### src/rtl/seg_scan_rx.sv
// rtl/seg_scan_rx.sv - multiplexed 7-segment display scanner capturing a 4-digit BCD frame (optional dp capture: SEG_DP_EN)
module seg_scan_rx #(
    parameter int STABLE_CYC = 4
) (
    input  logic        clk,
    input  logic        rst,
    input  logic [7:0]  seg,
    input  logic [3:0]  dig_en,
    output logic [15:0] digits,
    output logic [3:0]  dp,
    output logic        out_valid,
    input  logic        out_ready,
    output logic        overrun
);

`ifdef SEG_DP_EN
    localparam int SW = 8;
`else
    localparam int SW = 7;
`endif

    localparam logic [7:0] ACC_CNT = 8'(STABLE_CYC - 2);
    localparam logic [7:0] SAT_CNT = 8'(STABLE_CYC);

    typedef enum logic {COLLECT, COMMIT} state_t;

    state_t        state, state_nx;
    logic [SW-1:0] seg_s, seg_p;
    logic [3:0]    en_s, en_p;
    logic [7:0]    cnt, cnt_nx;
    logic [3:0]    seen;
    logic [15:0]   slot;
    logic          same, accept, load;
    logic [3:0]    val;

`ifdef SEG_DP_EN
    logic [3:0] dps, dp_q;
    assign dp = dp_q;
`else
    logic unused_dp;
    assign unused_dp = seg[0];
    assign dp = 4'b0;
`endif

    function automatic logic [3:0] decode(input logic [6:0] p);
        case (p)
            7'b0000001: decode = 4'd0;
            7'b0011111: decode = 4'd1;
            7'b0100100: decode = 4'd2;
            7'b0001100: decode = 4'd3;
            7'b0011010: decode = 4'd4;
            7'b1001000: decode = 4'd5;
            7'b1000000: decode = 4'd6;
            7'b0011101: decode = 4'd7;
            7'b0000000: decode = 4'd8;
            7'b0001000: decode = 4'd9;
            default:    decode = 4'hF;
        endcase
    endfunction

    // A run counts only while the registered sample repeats and selects exactly one position.
    always_comb begin
        same   = (seg_s == seg_p) && (en_s == en_p) &&
                 (en_s != 4'b0) && ((en_s & (en_s - 4'd1)) == 4'b0);
        cnt_nx = 8'd0;
        if (same)
            cnt_nx = (cnt < SAT_CNT) ? cnt + 8'd1 : cnt;
        accept = same && (cnt == ACC_CNT);
        val    = decode(seg_s[SW-1 -: 7]);
    end

    always_comb begin
        state_nx = state;
        load     = 1'b0;
        case (state)
            COLLECT: if (seen == 4'b1111) state_nx = COMMIT;
            COMMIT: begin
                state_nx = COLLECT;
                load     = !out_valid || out_ready;
            end
            default: state_nx = COLLECT;
        endcase
    end

    always_ff @(posedge clk) begin
        if (rst) state <= COLLECT;
        else     state <= state_nx;
    end

    always_ff @(posedge clk) begin
        if (rst) begin
            seg_s     <= '1;
            seg_p     <= '1;
            en_s      <= 4'b0;
            en_p      <= 4'b0;
            cnt       <= 8'd0;
            seen      <= 4'b0;
            slot      <= 16'hFFFF;
            digits    <= 16'hFFFF;
            out_valid <= 1'b0;
            overrun   <= 1'b0;
`ifdef SEG_DP_EN
            dps       <= 4'b0;
            dp_q      <= 4'b0;
`endif
        end else begin
            seg_p <= seg_s;
            seg_s <= seg[7 -: SW];
            en_p  <= en_s;
            en_s  <= dig_en;
            cnt   <= cnt_nx;

            // The commit cycle starts a fresh frame, but an accept landing in it is kept.
            if (state == COMMIT)
                seen <= accept ? en_s : 4'b0;
            else if (accept)
                seen <= seen | en_s;

            if (accept) begin
                for (int i = 0; i < 4; i++) begin
                    if (en_s[i]) begin
                        slot[4*i +: 4] <= val;
`ifdef SEG_DP_EN
                        dps[i] <= !seg_s[0];
`endif
                    end
                end
            end

            if (load) begin
                digits    <= slot;
                out_valid <= 1'b1;
`ifdef SEG_DP_EN
                dp_q      <= dps;
`endif
            end else if (out_ready) begin
                out_valid <= 1'b0;
            end

            if (state == COMMIT && !load)
                overrun <= 1'b1;
        end
    end

endmodule

### config.mk
export PLATFORM = sky130hd
export DESIGN_NAME = seg_scan_rx
export DESIGN_NICKNAME = d
export VERILOG_FILES = /design/src/rtl/seg_scan_rx.sv
export SDC_FILE = /design/constraint.sdc
export NUM_CORES = 1
export LEC_CHECK = 0
export ABC_AREA = 1
export CORE_ASPECT_RATIO = 0.75
export CORE_UTILIZATION = 50
export CTS_CLUSTER_DIAMETER = 60
export DETAILED_ROUTE_END_ITERATION = 16
export PLACE_DENSITY_LB_ADDON = 0.12
export SLEW_MARGIN = 0
export SYNTH_ARGS = -nofsm -noshare
export SYNTH_HDL_FRONTEND = slang
export SYNTH_SLANG_ARGS = --single-unit
### constraint.sdc
create_clock -name clk -period 4 [get_ports clk]
set_input_delay 1.2 -clock clk [delete_from_list [all_inputs] [get_ports clk]]
set_output_delay 1.2 -clock clk [all_outputs]
set_load 0.03 [all_outputs]
==> flow_results.xml, run 1 <==
<?xml version="1.0" encoding="UTF-8"?>
<metrics>
  <group name="worst_setup_path">
    <metric name="timing.critical_path.slowest_stage_cell" unit="">sky130_fd_sc_hd__clkdlybuf4s50_1</metric>
    <metric name="worstPathBufferInverterCount" unit="">1</metric>
    <metric name="timing.reg2reg.setup_slack" unit="ns">2.27</metric>
    <metric name="worst_r2r_startpoint" unit="">seg_s[6]$_SDFF_PP1_</metric>
    <metric name="r2r-end" unit="">slot[6]$_SDFFE_PP1P_</metric>
    <metric name="cp.required" unit="ns">2.80</metric>
    <metric name="timing.critical_path.slowest_cell_delay" unit="ns">0.67</metric>
    <metric name="path_class" unit="">reg2out</metric>
    <metric name="critical_path.startpoint_type" unit="">flip-flop</metric>
    <metric name="setup.worst_path.end_class" unit="">primary output</metric>
    <metric name="critical_path.cell_chain" unit="">clkdlybuf4s50_1</metric>
    <metric name="reg2reg_depth" unit="">9</metric>
    <metric name="arrival_time_at_the_worst_endpoint" unit="ns">1.36</metric>
    <metric name="kind_of_cell_adding_the_most_delay_to_the_critical_path" unit="">buffers and inverters</metric>
    <metric name="cp-startpoint" unit="">digits[12]$_SDFFE_PP1P_</metric>
    <metric name="cp_num_cells" unit="">1</metric>
    <metric name="timing.critical_path.fanout_max" unit="">2</metric>
    <metric name="setup.worst_path.end" unit="">digits[12]</metric>
  </group>
  <group name="yosys">
    <metric name="synth.yosys.seq_area_share" unit="%">49.55</metric>
    <metric name="library_cell_occupying_the_most_area_in_the_post_synthesis_netlist" unit="">sky130_fd_sc_hd__dfxtp_1</metric>
    <metric name="yosys_warnings" unit="">0</metric>
    <metric name="synth_top_area_share" unit="%">49.55</metric>
    <metric name="synthDistinctLibCells" unit="">24</metric>
    <metric name="mappedNetlistArea" unit="um2">2788</metric>
    <metric name="syn-instance-count" unit="">384</metric>
    <metric name="yosys_register_bits" unit="">69</metric>
    <metric name="synth_area_per_cell" unit="um2">7.260</metric>
    <metric name="yosys-top-cells-area" unit="">sky130_fd_sc_hd__dfxtp_1 50%, sky130_fd_sc_hd__nand2_1 18%, sky130_fd_sc_hd__nand3_1 7.2%, sky130_fd_sc_hd__nor2_1 5.1%, sky130_fd_sc_hd__inv_1 4.6%</metric>
  </group>
  <group name="layout">
    <metric name="finish.net_count" unit="">437</metric>
    <metric name="area_growth" unit="%">20.69</metric>
    <metric name="antenna_cells_inserted" unit="">0</metric>
    <metric name="design_area" unit="um2">3364</metric>
    <metric name="final_core_utilization" unit="%">62.86</metric>
    <metric name="mostFrequentLayoutCell" unit="">sky130_fd_sc_hd__nand2_1</metric>
    <metric name="layout.cells.non_filler" unit="">500</metric>
    <metric name="layout_common_cells" unit="">136 x sky130_fd_sc_hd__nand2_1, 69 x sky130_fd_sc_hd__dfxtp_1, 40 x sky130_fd_sc_hd__nand3_1</metric>
    <metric name="post_route_cells_drive_above_1_share" unit="%">9.647</metric>
  </group>
  <group name="power_and_ir_drop">
    <metric name="combPwrFrac" unit="%">6.0</metric>
    <metric name="switching_power" unit="uW">322.3</metric>
    <metric name="clock_power_share" unit="%">41.7</metric>
    <metric name="cell_internal_pwr" unit="uW">1032</metric>
    <metric name="powerDensity" unit="nW/um2">402.5</metric>
    <metric name="switching_share" unit="%">23.81</metric>
    <metric name="vdd_drop_max" unit="uV">297.3</metric>
    <metric name="share_seq_of_total_power" unit="%">52.3</metric>
    <metric name="leakagePower" unit="uW">0.001609</metric>
  </group>
  <group name="floorplan">
    <metric name="die-width" unit="um">88.22</metric>
    <metric name="core" unit="um2">5353</metric>
    <metric name="design.portCount" unit="">37</metric>
    <metric name="floorplan.die.height" unit="um">66.67</metric>
    <metric name="initial_utilization" unit="%">52.08</metric>
    <metric name="floorplan.rows" unit="">23</metric>
    <metric name="die-area" unit="um2">5881</metric>
  </group>
  <group name="timing">
    <metric name="maxClockFrequency" unit="MHz">391.4</metric>
    <metric name="setup_tns" unit="ns">0</metric>
    <metric name="min_period_over_period" unit="%">63.88</metric>
    <metric name="grt_setup_unrepaired" unit="">false</metric>
    <metric name="final_period_minus_worst_setup_slack" unit="ns">2.555</metric>
    <metric name="finalSetupViolations" unit="">0</metric>
    <metric name="final-hold-violation-count" unit="">0</metric>
    <metric name="fin_worst_skew" unit="ns">0.01184</metric>
    <metric name="drv_slew" unit="">0</metric>
  </group>
  <group name="global_route">
    <metric name="grt_start_max_net_pins" unit="">43</metric>
    <metric name="first_global_vias" unit="">2113</metric>
    <metric name="wire_length_of_the_first_global_routing_pass" unit="um">9377</metric>
    <metric name="number_of_antenna_violations_at_the_first_check_in_global_routing" unit="">0</metric>
    <metric name="global_route.overflow_total" unit="">0</metric>
    <metric name="track_usage" unit="%">21.29</metric>
  </group>
  <group name="routing">
    <metric name="initial_detailed_routing_violation_count" unit="">127</metric>
    <metric name="drt_first_pass_iters" unit="">4</metric>
    <metric name="route.vias.total" unit="">2401</metric>
    <metric name="detail-route-antenna-nets" unit="">0</metric>
    <metric name="detail_route.wl_per_cell" unit="um">10.85</metric>
    <metric name="route.detailed.drc" unit="">0</metric>
    <metric name="wirelength" unit="um">5425</metric>
    <metric name="drt-vias-per-instance" unit="">4.802</metric>
  </group>
  <group name="clocking">
    <metric name="clkTransAtPathRegs" unit="ns">0.07</metric>
    <metric name="cts_hold_buffers" unit="">0</metric>
    <metric name="cts.sink_count" unit="">69</metric>
    <metric name="cts_setup_buffers" unit="">0</metric>
    <metric name="number_of_h_tree_levels" unit="">3</metric>
    <metric name="cts-buffers-inserted" unit="">9</metric>
    <metric name="cts_buffer_depth" unit="">2</metric>
    <metric name="clock_tree.root_cell" unit="">sky130_fd_sc_hd__clkbuf_8</metric>
    <metric name="cts_repair_resize_count" unit="">0</metric>
    <metric name="clk-insertion-delay-late" unit="ns">0.35</metric>
    <metric name="tritoncts" unit="">done</metric>
  </group>
  <group name="worst_hold_path">
    <metric name="hold_class" unit="">reg2reg</metric>
    <metric name="hold_path.startpoint" unit="">cnt[6]$_SDFFE_PP0N_</metric>
  </group>
  <group name="placement">
    <metric name="place.gp.congestion" unit="">0.8578</metric>
    <metric name="place.detailed.hpwl" unit="um">3865</metric>
    <metric name="dp_cells" unit="">484</metric>
    <metric name="port-buffer-count" unit="">31</metric>
    <metric name="placed_area" unit="um2">3166</metric>
  </group>
  <group name="run_status">
    <metric name="run_status" unit="">finished, final reports clean</metric>
  </group>
  <group name="run">
    <metric name="drv_cap" unit="">0</metric>
  </group>
</metrics>
metal layers:
layer / share of wire (%) / vias to the layer above / global-route usage, %
met5: 0 / - / 0
met2: 42 / 69 / 32.21
met4: 0.55 / 0 / 6.653
met3: 6.3 / 2 / 7.807
met1: 52 / 1065 / 28.13
li1: - / 1265 / -
cell families after synthesis:
| logic type | share of synthesized area (%) |
|---|---|
| AND/OR/NAND/NOR | 39.59 |
| flip-flops | 49.55 |
| buffers and inverters | 7.405 |
| AO/OA/AOI/OAI | 2.110 |
| adder cells (fa/ha/maj) | 0.8975 |
| XOR/XNOR | 0.3142 |
| other | 0.1345 |
registers in the layout (all words and copies together), names as in the netlist:
register and count:
slot 16, en_s 4, digits 16, en_p 4
out_valid 1, seg_p 7, seg_s 7, overrun 1
seen 4, cnt 8, state 1
power by group through the flow:
stage / registers (uW) / clock network (uW) / logic [uW]
floorplan: 721 / 0 / 59.6
global placement: 723 / 0 / 79.9
detailed placement: 723 / 0 / 80.9
CTS: 708 / 580 / 81.5
global route: 709 / 605 / 92.2
finish: 708 / 564 / 81.5
worst min-delay path by stage:
stage                           to  slack [ns]  cells past startpoint
2_1_floorplan  cnt[3]$_SDFFE_PP0N_        0.41                      2
3_3_place_gp   cnt[3]$_SDFFE_PP0N_        0.42                      2
3_5_place_dp   cnt[3]$_SDFFE_PP0N_        0.42                      2
4_1_cts        cnt[3]$_SDFFE_PP0N_        0.43                      2
5_1_grt        cnt[3]$_SDFFE_PP0N_        0.46                      2
6_report       cnt[6]$_SDFFE_PP0N_        0.43                      2
synth_stat cells:
cell                       instances
sky130_fd_sc_hd__clkinv_1          1
sky130_fd_sc_hd__dfxtp_1          69
sky130_fd_sc_hd__nor2_4            5
sky130_fd_sc_hd__nor2_2            3
sky130_fd_sc_hd__clkbuf_1          8
sky130_fd_sc_hd__inv_1            34
sky130_fd_sc_hd__xor2_1            1
sky130_fd_sc_hd__conb_1            1
sky130_fd_sc_hd__nor3_1            5
sky130_fd_sc_hd__nand4_1          11
sky130_fd_sc_hd__nand3_4           1
sky130_fd_sc_hd__a21oi_1           5
sky130_fd_sc_hd__nand2_2           2
sky130_fd_sc_hd__nand3_1          40
sky130_fd_sc_hd__inv_2             4
sky130_fd_sc_hd__nor2_1           38
sky130_fd_sc_hd__o21a_1            1
sky130_fd_sc_hd__o22ai_1           1
sky130_fd_sc_hd__or2_2             7
sky130_fd_sc_hd__ha_1              2
sky130_fd_sc_hd__nand2_1         136
sky130_fd_sc_hd__buf_4             4
sky130_fd_sc_hd__nor3b_1           1
sky130_fd_sc_hd__o21ai_0           4
worst reg2reg max path: cells and delay by family (launching register included):
family	cells	cell delay, ns
and+or+nand+nor	8	1.11
buffers and inverters	1	0.10
DFF	1	0.39
stage by stage:
step           setup WS, ns  hold WS (ns)  power, uW
2_1_floorplan         1.932        0.4083      780.3
3_3_place_gp          1.089        0.4168      803.2
3_5_place_dp          1.042        0.4207      804.3
4_1_cts               1.422        0.4323       1369
5_1_grt               1.254        0.4564       1407
6_report              1.445        0.4296       1354
layout make-up:
| cell class | instances | area (um2) |
|---|---|---|
| Clock buffer | 10 | 137.6 |
| Clock inverter | 6 | 61.31 |
| Fill cell | 496 | 1988 |
| Inverter | 39 | 146.4 |
| Multi-Input combinational cell | 267 | 1211 |
| Sequential cell | 69 | 1381 |
| Tap cell | 75 | 93.84 |
| Timing Repair Buffer | 34 | 332.8 |
Note: power is estimated with default switching activity, not from simulation.
==> inputs of run 2 (changes only) <==
==> constraint.sdc (replaced) <==
create_clock -name clk -period 2.4 [get_ports clk]
set_input_delay 0.72 -clock clk [delete_from_list [all_inputs] [get_ports clk]]
set_output_delay 0.72 -clock clk [all_outputs]
set_load 0.03 [all_outputs]
==> flow_results.xml, run 2 (synthesis results as in run 1) <==
<?xml version="1.0" encoding="UTF-8"?>
<metrics>
  <group name="floorplan">
    <metric name="floorplan.die.height" unit="um">66.67</metric>
    <metric name="floorplan.rows" unit="">23</metric>
    <metric name="core" unit="um2">5353</metric>
    <metric name="design.portCount" unit="">37</metric>
    <metric name="initial_utilization" unit="%">52.08</metric>
    <metric name="die-area" unit="um2">5881</metric>
    <metric name="die-width" unit="um">88.22</metric>
  </group>
  <group name="clocking">
    <metric name="clkTransAtPathRegs" unit="ns">0.07</metric>
    <metric name="cts.sink_count" unit="">69</metric>
    <metric name="number_of_h_tree_levels" unit="">3</metric>
    <metric name="cts-buffers-inserted" unit="">9</metric>
    <metric name="cts_repair_resize_count" unit="">0</metric>
    <metric name="clk-insertion-delay-late" unit="ns">0.34</metric>
    <metric name="clock_tree.root_cell" unit="">sky130_fd_sc_hd__clkbuf_8</metric>
    <metric name="cts_hold_buffers" unit="">0</metric>
    <metric name="cts_buffer_depth" unit="">2</metric>
    <metric name="cts_setup_buffers" unit="">0</metric>
    <metric name="tritoncts" unit="">done</metric>
  </group>
  <group name="timing">
    <metric name="maxClockFrequency" unit="MHz">481.1</metric>
    <metric name="final-hold-violation-count" unit="">0</metric>
    <metric name="finalSetupViolations" unit="">0</metric>
    <metric name="drv_slew" unit="">0</metric>
    <metric name="fin_worst_skew" unit="ns">0.004183</metric>
    <metric name="final_period_minus_worst_setup_slack" unit="ns">2.078</metric>
    <metric name="min_period_over_period" unit="%">86.60</metric>
    <metric name="setup_tns" unit="ns">0</metric>
    <metric name="grt_setup_unrepaired" unit="">false</metric>
    <metric name="whs" unit="ns">0.4294</metric>
  </group>
  <group name="run">
    <metric name="drv_cap" unit="">0</metric>
  </group>
  <group name="placement">
    <metric name="port-buffer-count" unit="">31</metric>
    <metric name="place.detailed.hpwl" unit="um">4040</metric>
    <metric name="place.gp.congestion" unit="">0.8985</metric>
    <metric name="placed_area" unit="um2">3166</metric>
  </group>
  <group name="worst_setup_path">
    <metric name="critical_path.startpoint_type" unit="">flip-flop</metric>
    <metric name="worstPathBufferInverterCount" unit="">1</metric>
    <metric name="kind_of_cell_adding_the_most_delay_to_the_critical_path" unit="">buffers and inverters</metric>
    <metric name="critical_path.cell_chain" unit="">clkdlybuf4s50_1</metric>
    <metric name="timing.critical_path.slowest_stage_cell" unit="">sky130_fd_sc_hd__clkdlybuf4s50_1</metric>
    <metric name="timing.critical_path.fanout_max" unit="">2</metric>
    <metric name="timing.critical_path.slowest_cell_delay" unit="ns">0.68</metric>
    <metric name="path_class" unit="">reg2out</metric>
    <metric name="setup.worst_path.end_class" unit="">primary output</metric>
    <metric name="cp.required" unit="ns">1.68</metric>
    <metric name="arrival_time_at_the_worst_endpoint" unit="ns">1.36</metric>
  </group>
  <group name="routing">
    <metric name="wirelength" unit="um">5604</metric>
    <metric name="detail_route.wl_per_cell" unit="um">11.23</metric>
    <metric name="route.detailed.drc" unit="">0</metric>
    <metric name="detail-route-antenna-nets" unit="">0</metric>
    <metric name="drt_first_pass_iters" unit="">4</metric>
    <metric name="drt-vias-per-instance" unit="">4.796</metric>
    <metric name="route.vias.total" unit="">2393</metric>
    <metric name="initial_detailed_routing_violation_count" unit="">145</metric>
  </group>
  <group name="power_and_ir_drop">
    <metric name="powerDensity" unit="nW/um2">670.1</metric>
    <metric name="combPwrFrac" unit="%">6.0</metric>
    <metric name="share_seq_of_total_power" unit="%">52.4</metric>
    <metric name="switching_share" unit="%">22.78</metric>
    <metric name="clock_power_share" unit="%">41.6</metric>
    <metric name="cell_internal_pwr" unit="uW">1741</metric>
    <metric name="leakagePower" unit="uW">0.001607</metric>
    <metric name="switching_power" unit="uW">513.7</metric>
    <metric name="vdd_drop_max" unit="uV">492.0</metric>
  </group>
  <group name="layout">
    <metric name="mostFrequentLayoutCell" unit="">sky130_fd_sc_hd__nand2_1</metric>
    <metric name="post_route_cells_drive_above_1_share" unit="%">9.434</metric>
    <metric name="area_growth" unit="%">20.69</metric>
    <metric name="finish.net_count" unit="">437</metric>
    <metric name="top_regs" unit="">digits: 16 flops, slot: 16 flops, cnt: 8 flops</metric>
    <metric name="antenna_cells_inserted" unit="">0</metric>
    <metric name="design_area" unit="um2">3364</metric>
    <metric name="fillCellCount" unit="">515</metric>
    <metric name="layout_common_cells" unit="">136 x sky130_fd_sc_hd__nand2_1, 69 x sky130_fd_sc_hd__dfxtp_1, 40 x sky130_fd_sc_hd__nand3_1</metric>
  </group>
  <group name="global_route">
    <metric name="track_usage" unit="%">22.67</metric>
    <metric name="global_route.overflow_total" unit="">0</metric>
    <metric name="first_global_vias" unit="">2226</metric>
    <metric name="wire_length_of_the_first_global_routing_pass" unit="um">10030</metric>
    <metric name="grt_start_max_net_pins" unit="">42</metric>
    <metric name="number_of_antenna_violations_at_the_first_check_in_global_routing" unit="">0</metric>
  </group>
  <group name="run_status">
    <metric name="run_status" unit="">finished, final reports clean</metric>
  </group>
  <group name="worst_hold_path">
    <metric name="hold_class" unit="">reg2reg</metric>
  </group>
</metrics>
==> run 2: cell types whose count changed in the layout (fill, tap and decap cells not counted) <==
cell,delta
sky130_fd_sc_hd__clkbuf_8,+1
sky130_fd_sc_hd__inv_6,-1
sky130_fd_sc_hd__clkinv_2,-1
==> run 2: final cells by class <==
class	instances	area [um2]	area share [%]
clock buffers	11	151.4	4.500
inverters	39	146.4	4.351
multi-input cells	267	1211	36.00
clock inverters	4	47.55	1.413
repair buffers	34	332.8	9.892
flip-flops and latches	69	1381	41.06
well taps	75	93.84	2.789
==> run 2: stage by stage <==
| step | setup slack [ns] | total power (uW) | utilization, % | std cells |
|---|---|---|---|---|
| final | 0.3215 | 2255 | 62.86 | 499 |
| after floorplan | 0.8123 | 1301 | - | 387 |
| after CTS | 0.3029 | 2274 | 62.86 | 499 |
| after global placement | 0.4289 | 1339 | 59.14 | 484 |
| after detailed placement | 0.3919 | 1342 | 59.14 | 484 |
| after global routing | 0.2612 | 2349 | 62.86 | 499 |
==> run 2: worst paths after layout <==
kind                                               from                    end  slack (ns)  cells after the start
worst max register to register      seg_s[5]$_SDFF_PP1_  slot[15]$_SDFFE_PP1P_        0.66                      8
worst min register to register      cnt[3]$_SDFFE_PP0N_    cnt[3]$_SDFFE_PP0N_        0.43                      2
worst min-delay path                cnt[3]$_SDFFE_PP0N_    cnt[3]$_SDFFE_PP0N_        0.43                      2
worst max-delay path            digits[10]$_SDFFE_PP1P_             digits[10]        0.32                      1
==> run 2: power groups by stage <==
stage / Sequential (uW) / Combinational, uW / Clock (uW)
finish: 1180 / 136 / 938
global route: 1180 / 156 / 1010
CTS: 1180 / 137 / 957
detailed placement: 1210 / 136 / 0
global placement: 1210 / 134 / 0
floorplan: 1200 / 99.4 / 0
==> run 2: worst register-to-register path, stage by stage, from the launching register on <==
cell and delay, ns:
sky130_fd_sc_hd__dfxtp_1 0.36, sky130_fd_sc_hd__nor3_1 0.41, sky130_fd_sc_hd__nand2_1 0.08, sky130_fd_sc_hd__o21ai_0 0.15, sky130_fd_sc_hd__nor2_1 0.19, sky130_fd_sc_hd__nand2_1 0.13
sky130_fd_sc_hd__nand2_1 0.13, sky130_fd_sc_hd__nand2_1 0.10, sky130_fd_sc_hd__nand3_1 0.07
==> run 2: metal layers <==
layer / routed length, um / global-route usage [%] / up-vias
li1: - / - / 1265
met1: 2752 / 29.87 / 1052
met2: 2365 / 34.52 / 67
met3: 389 / 7.931 / 9
met4: 97 / 7.460 / 0
met5: 0 / 0 / -
